==> src/rtl/mem_pkg.sv <==
// Shared memory-access definitions for the
// load and store lane logic.
package mem_pkg;

  localparam logic [1:0] LS_NONE = 2'b00;
  localparam logic [1:0] LS_BYTE = 2'b01;
  localparam logic [1:0] LS_HALF = 2'b10;
  localparam logic [1:0] LS_WORD = 2'b11;

  typedef enum logic [1:0] {
    ST_IDLE = 2'b00,
    ST_REQ  = 2'b01,
    ST_WAIT = 2'b10
  } ld_state_e;

  function automatic logic misaligned(
    input logic [1:0] op,
    input logic [1:0] off
  );
    return (op == LS_HALF && off[0]) ||
           (op == LS_WORD && off != 2'b00);
  endfunction

endpackage

==> src/rtl/load_extract.sv <==
// Lane select and sign/zero extension of a
// little-endian read word.
module load_extract
  import mem_pkg::*;
(
  input  logic [31:0] rdata_i,
  input  logic [1:0]  off_i,
  input  logic [1:0]  op_i,
  input  logic        sign_i,
  output logic [31:0] val_o
);

  logic [31:0] shifted;
  logic [7:0]  b;
  logic [15:0] h;

  // pick the addressed lane, then extend it
  always_comb begin
    shifted = rdata_i >> {off_i, 3'b000};
    b       = shifted[7:0];
    h       = off_i[1] ? rdata_i[31:16]
                       : rdata_i[15:0];
    val_o   = rdata_i;
    unique case (op_i)
      LS_BYTE: val_o = {{24{sign_i & b[7]}}, b};
      LS_HALF: val_o = {{16{sign_i & h[15]}}, h};
      default: val_o = rdata_i;
    endcase
  end

endmodule

==> src/rtl/load_unit.sv <==
// MEM-stage load unit: req/gnt/rvalid read,
// misalign detect, timeout, extended result.
module load_unit
  import mem_pkg::*;
#(
  parameter int TIMEOUT_CYC = 255
) (
  input  logic        clk,
  input  logic        reset,
  input  logic        req,
  input  logic [31:0] addr,
  input  logic [1:0]  LSOp,
  input  logic        LdSign,
  output logic        mem_req,
  output logic [31:0] mem_addr,
  input  logic        mem_gnt,
  input  logic        mem_rvalid,
  input  logic [31:0] mem_rdata,
  output logic        busy,
  output logic        RD_valid,
  output logic [31:0] RD_out,
  output logic        AdEL,
  output logic        bus_err
);

  localparam int CW = $clog2(TIMEOUT_CYC + 1);
  localparam logic [CW-1:0] CNT_LAST =
    CW'(TIMEOUT_CYC - 1);

  ld_state_e   state_q;
  logic [CW-1:0] cnt_q;
  logic [1:0]  off_q;
  logic [1:0]  op_q;
  logic        sign_q;
  logic        mem_req_q;
  logic [31:0] mem_addr_q;
  logic        rd_valid_q;
  logic [31:0] rd_out_q;
  logic        adel_q;
  logic        bus_err_q;
  logic [31:0] ext_d;
  logic        tmo;

  load_extract u_ext (
    .rdata_i (mem_rdata),
    .off_i   (off_q),
    .op_i    (op_q),
    .sign_i  (sign_q),
    .val_o   (ext_d)
  );

  assign tmo = (cnt_q == CNT_LAST);

  // access FSM with registered bus and result outputs
  always_ff @(posedge clk) begin
    if (reset) begin
      state_q    <= ST_IDLE;
      cnt_q      <= '0;
      off_q      <= 2'b00;
      op_q       <= LS_NONE;
      sign_q     <= 1'b0;
      mem_req_q  <= 1'b0;
      mem_addr_q <= '0;
      rd_valid_q <= 1'b0;
      rd_out_q   <= '0;
      adel_q     <= 1'b0;
      bus_err_q  <= 1'b0;
    end else begin
      rd_valid_q <= 1'b0;
      adel_q     <= 1'b0;
      bus_err_q  <= 1'b0;
      unique case (state_q)
        ST_IDLE: begin
          if (req && LSOp != LS_NONE) begin
            if (misaligned(LSOp, addr[1:0])) begin
              adel_q <= 1'b1;
            end else begin
              off_q      <= addr[1:0];
              op_q       <= LSOp;
              sign_q     <= LdSign;
              mem_addr_q <= {addr[31:2], 2'b00};
              mem_req_q  <= 1'b1;
              cnt_q      <= '0;
              state_q    <= ST_REQ;
            end
          end
        end
        ST_REQ: begin
          if (mem_gnt) begin
            mem_req_q <= 1'b0;
            cnt_q     <= '0;
            if (mem_rvalid) begin
              rd_out_q   <= ext_d;
              rd_valid_q <= 1'b1;
              state_q    <= ST_IDLE;
            end else begin
              state_q <= ST_WAIT;
            end
          end else if (tmo) begin
            mem_req_q <= 1'b0;
            bus_err_q <= 1'b1;
            state_q   <= ST_IDLE;
          end else begin
            cnt_q <= cnt_q + 1'b1;
          end
        end
        ST_WAIT: begin
          if (mem_rvalid) begin
            rd_out_q   <= ext_d;
            rd_valid_q <= 1'b1;
            state_q    <= ST_IDLE;
          end else if (tmo) begin
            bus_err_q <= 1'b1;
            state_q   <= ST_IDLE;
          end else begin
            cnt_q <= cnt_q + 1'b1;
          end
        end
        default: state_q <= ST_IDLE;
      endcase
    end
  end

  assign busy     = (state_q != ST_IDLE);
  assign mem_req  = mem_req_q;
  assign mem_addr = mem_addr_q;
  assign RD_valid = rd_valid_q;
  assign RD_out   = rd_out_q;
  assign AdEL     = adel_q;
  assign bus_err  = bus_err_q;

endmodule

==> config.mk <==
export PLATFORM = sky130hd
export DESIGN_NAME = load_unit
export DESIGN_NICKNAME = d
export VERILOG_FILES = /design/src/rtl/mem_pkg.sv /design/src/rtl/load_extract.sv /design/src/rtl/load_unit.sv
export SDC_FILE = /design/constraint.sdc
export NUM_CORES = 1
export LEC_CHECK = 0
export ABC_AREA = 1
export CAP_MARGIN = 15
export CORE_MARGIN = 1.5
export CORE_UTILIZATION = 43
export CTS_BUF_LIST = sky130_fd_sc_hd__clkbuf_8 sky130_fd_sc_hd__clkbuf_16
export DETAILED_ROUTE_END_ITERATION = 8
export HOLD_SLACK_MARGIN = 0.12
export PLACE_DENSITY = 0.77
export SLEW_MARGIN = 20
export SYNTH_ARGS = -nofsm -noshare
export SYNTH_HDL_FRONTEND = slang
export SYNTH_SLANG_ARGS = --single-unit
export TNS_END_PERCENT = 1
==> constraint.sdc <==
create_clock -name clk -period 4.1 [get_ports clk]
set_input_delay 0.82 -clock clk [delete_from_list [all_inputs] [get_ports clk]]
set_output_delay 0.82 -clock clk [all_outputs]
set_load 0.01 [all_outputs]
# Word-level counts from Yosys, hierarchy flattened
# Cells that the tools add are included.
[op_classes]
add_sub_neg = 1
eq_ne = 12
n_shift = 1
mux = 31
n_bitwise = 5
n_reduce_logical = 17
[op_table]
columns = ["op", "count"]
rows = [
  ["one-hot mux 32 bit (2 select lines)", 2],
  ["two-way mux 32 bit", 2],
  ["two-way mux 8 bit", 5],
  [">> shifter 32 x 5 -> 8 bit", 1],
  ["one-hot mux 8 bit (3 select lines)", 1],
  ["two-way mux 16 bit", 1],
  ["two-way mux 2 bit", 6],
  ["two-way mux 1 bit", 10],
  ["nonzero test 2 bit", 5],
  ["adder 8 x 1 -> 8 bit (second input constant)", 1],
  ["== test 2 bit (second input constant)", 4],
  ["== test 8 bit (second input constant)", 1],
  ["inequality test 2 bit (second input constant)", 4],
  ["AND reduction 4 bit", 2],
  ["one-hot mux 1 bit (2 select lines)", 3],
  ["one-hot mux 2 bit (3 select lines)", 1],
  ["== test 2 x 1 -> 1 bit (second input constant)", 2],
  ["AND reduction 2 bit", 2],
  ["logical AND 1 bit", 3],
  ["inequality test 3 bit (second input constant)", 1],
  ["NOT 1 bit", 3],
  ["AND reduction 3 bit", 1],
  ["nonzero test 3 bit", 1],
  ["OR reduction 3 bit", 1],
  ["other kinds (3)", 4],
]
[word_totals]
ff_bits = 81
in_bits = 72
output_inout_bits = 69
wordCells = 78

# Longest topological paths before layout
[logic_depth]
ltp_word = 6
ltp_mapped = 11
depth_no_buf = 10

# Modules after synthesis
# From an unflattened synthesis, not the netlist that was laid out.
[hier_totals]
cells_unflattened = 590
hier_area_um2 = 4038.9
[by_module_without_submodules]
columns = ["module", "n_inst", "cells_per_inst", "area_per_inst_um2", "seq_area_each_um2"]
rows = [
  ["load_unit", 1, 433, 3334.4, 1621.6],
  ["load_extract", 1, 157, 704.4, 0.0],
]

# Least setup slack after synthesis
# OpenSTA, ideal clock, no wires.
[synth_timing]
path_kind = "input to register"
from = "in LSOp[0]"
to = "reg mem_addr_q[27] (netlist: mem_addr[27])"
arrival_time_ps = 1596
required_ps = 3984
slack_ps = 2388
path_stages = 8
path_buffers = 2
cell_sequence = "nand2_1 nand2_1 nand2_1 nand3_1 clkbuf_2 buf_4 o21ai_0 nor2_1"
[synth_between]
elab_chain_len = 5
word_cells_on_any_way = 9
[synth_rtl]
columns = ["element", "line", "source"]
rows = [
  ["start: declaration", "load_unit.sv:12", "input logic [1:0] LSOp,"],
  ["== test 2 bit, on equally long branches", "mem_pkg.sv:20, mem_pkg.sv:21", ""],
  ["logical AND 1 bit, on equally long branches", "mem_pkg.sv:20, mem_pkg.sv:21", ""],
  ["logical OR 1 bit", "mem_pkg.sv:20", "return (op == LS_HALF && off[0]) ||"],
  ["NOT 1 bit (no source line)", "n/a", ""],
  ["AND reduction 3 bit (no source line) *", "n/a", ""],
  ["end signal: assignment", "load_unit.sv:81", "mem_addr_q <= {addr[31:2], 2'b00};"],
  ["end: declaration", "load_unit.sv:36", "logic [31:0] mem_addr_q;"],
]
# Every way passes the cells marked *; elsewhere a longest branch is shown, timed or not.
# A chain may end at the register's enable or synchronous reset.

# Final worst setup path
[layout_timing]
from = "reg state_q[0]"
to = "out busy"
[layout_between]
elab_chain_len = 1
[layout_rtl]
columns = ["element", "line", "source"]
rows = [
  ["start: declaration", "load_unit.sv:30", "ld_state_e state_q;"],
  ["start signal: assignment", "load_unit.sv:57", "state_q <= ST_IDLE;"],
  ["start signal: assignment", "load_unit.sv:84", "state_q <= ST_REQ;"],
  ["start signal: assignment", "load_unit.sv:95", "state_q <= ST_IDLE;"],
  ["nonzero test 2 bit", "load_unit.sv:124", "assign busy = (state_q != ST_IDLE);"],
  ["end: declaration", "load_unit.sv:19", "output logic busy,"],
]
# No other way between the ends.

==> impl_metrics.ini <==
[critical_path]
cpLargestDelayFamily = buffers and inverters
max_stage_delay_ns = 0.55
crit_slowest_cell = clkdlybuf4s50_1
worst_ep_arrival_time_ns = 1.78
cp_common_cell = inv_1
cp.required_ns = 3.28
path_cells = inv_1, ha_1, inv_1, clkdlybuf4s50_1
end_kind = output port
critPathBufInv = 3
start_kind = flip-flop
worstPathMaxFanout = 5
crit_type = flip-flop to output port

[status]
outcome = completed

[layout]
fillCellCount = 768
layout.nets = 776
layoutNonFillerInstCount = 809
final_common_cell = nand2_1
area_growth_pct = 39.8
mostFrequentLayoutCells = nand2_1, clkdlybuf4s50_1, dfxtp_1
regArea_sq_um = 1620
num_antenna_cells = 0
drive_gt1_share_pct = 6.13
multiInputGateArea_sq_um = 1960

[placed_design]
dp_slack_ns = 1.20
dp.cells = 793
gp_congestion = 0.929
hpwl_um = 7870
io_buffers = 138

[floorplan]
fp-row-count = 34
die_area_sq_um = 9700
die_x_um = 98.5
initial_core_util_pct = 44.7
coreArea_sq_um = 8760
chipHeight_um = 98.5
io-pin-count = 141

[timing]
min_period_ns = 2.60
fin_crit_sh_pct = 63.4
setup_violations = 0
skew_ns = 0.0139
fin_tns_setup_ns = 0
max_freq_mhz = 385
tightest_slew_ns = 0.932
hold_viol_final = 0
setup_ws_ns = 1.50
slew_headroom_pct = 37.8
slew_viol_final = 0
rsz0062_at_grt = false

[detailed_routing]
drcViolationCount = 0
firstDrtPassIters = 5
vias = 4127
wl_per_cell_um = 13.6
ant_nets = 0
routed_wl_um = 11000
drt-initial-drc-count = 213
vias_per_cell = 5.10

[yosys]
synthTopCellsByArea = dfxtp_1, nand2_1, o21ai_0
synthCells = 576
synth_largest_area_cell = dfxtp_1
synth-seq-area-share_pct = 41.4
avgSynthCellArea_sq_um = 6.80
yosysWarningCount = 0
syn_area_sq_um = 3920
synth_cell_types = 28
yosys.area.top_type_share_pct = 41.4
yosys_register_bits = 81

[clocking]
clk_latency_ns = 0.36
cts_tree = done
cts_made_buffers = 9
cts.sinks = 81
post_cts_resized = 0
clockBufferDepth = 2
h-tree-depth = 3
cts_setup_buffers = 0
cts_hold_buffers = 0
clock-root-buffer = clkbuf_8
clk_pin_slew_ns = 0.08

[global_route]
track_usage_pct = 22.5
grt_pass1_vias = 3678
antenna_found_initial = 0
globalRouteOverflowTotal = 0
grt_pass1_wl_um = 17700
grt_max_degree = 60

[run]
drv_cap = 0

[pwr]
power_density_nw_per_um2 = 363
leakagePower_nw = 2.32
ir_drop_mv = 0.225
power.total_w = 0.00199

[hold_path]
min_path_type = flip-flop to flip-flop
[worst min-delay path: cells and delay by family (launching register included)]
| family | cells | cell delay, ns |
|---|---|---|
| AOI/OAI and AO/OA | 1 | 0.05 |
| DFF | 1 | 0.33 |
| buffers and inverters | 1 | 0.05 |
[per-stage QoR]
stage          instance area [sq um]  utilization (%)  hold slack, ns
6_report                        5480             62.5           0.470
3_5_place_dp                    5270             60.1           0.448
2_1_floorplan                   3920                -           0.444
5_1_grt                         5480             62.5           0.504
4_1_cts                         5480             62.5           0.466
3_3_place_gp                    5270             60.1           0.440
[synthesized netlist by cell type]
library cell  instances
a21oi_1              72
a21oi_2               2
buf_2                 7
buf_4                 7
buf_6                 5
clkbuf_1             14
clkbuf_2              1
clkinv_1              1
conb_1                1
dfxtp_1              81
ha_1                  8
inv_1                33
inv_2                 1
inv_4                 1
nand2_1             158
nand2_2               4
nand2_4               3
nand3_1              13
nand3_2               1
nand3b_1              2
nand4_1               1
nor2_1               72
nor2_2                3
nor3b_1               1
nor4_1                1
o21ai_0              74
o21ai_1               1
or2_2                 8
[worst paths after layout]
kind	from	end	slack, ns	cells past startpoint
setup reg to reg	op_q[0]	RD_out[20]	1.94	6
hold reg to reg	mem_req	mem_req	0.47	2
setup / recovery	state_q[0]	busy	1.50	4
hold / removal	mem_req	mem_req	0.47	2
[where the power goes]
part           internal (W)  switching [W]
combinational      0.000228       0.000253
sequential         0.000845      0.0000355
clock              0.000307       0.000323
total               0.00138       0.000611
[per-layer routing]
metal	track usage (%)	vias up	share of wire (%)
li1	-	2090	-
met1	29.7	1868	43
met2	36.0	148	48
met3	4.26	21	6.5
met4	9.43	0	2.6
met5	0	-	0
[final cells by class]
cell class / instances / area share, %
well taps: 108 / 2.47
flip-flops and latches: 81 / 29.6
repair buffers: 142 / 25.8
clock buffers: 10 / 2.51
clock inverters: 6 / 1.35
multi-input cells: 426 / 35.8
inverters: 36 / 2.51
[sequential cells by signal, summed over array words and instances (netlist names)]
signal and flops:
AdEL 1, RD_out 32, RD_valid 1, bus_err 1, cnt_q 8, mem_addr 30
mem_req 1, off_q 2, op_q 2, sign_q 1, state_q 2
[logic make-up after synthesis]
family          after synthesis  share of synthesized area (%)
simple gates                267                           28.1
compound gates              149                           19.2
flops                        81                           41.4
buf+inv                      70                           8.65
fa+ha+maj                     8                           2.55
other cells                   1                         0.0957
Note: power is estimated with default switching activity, not from simulation.
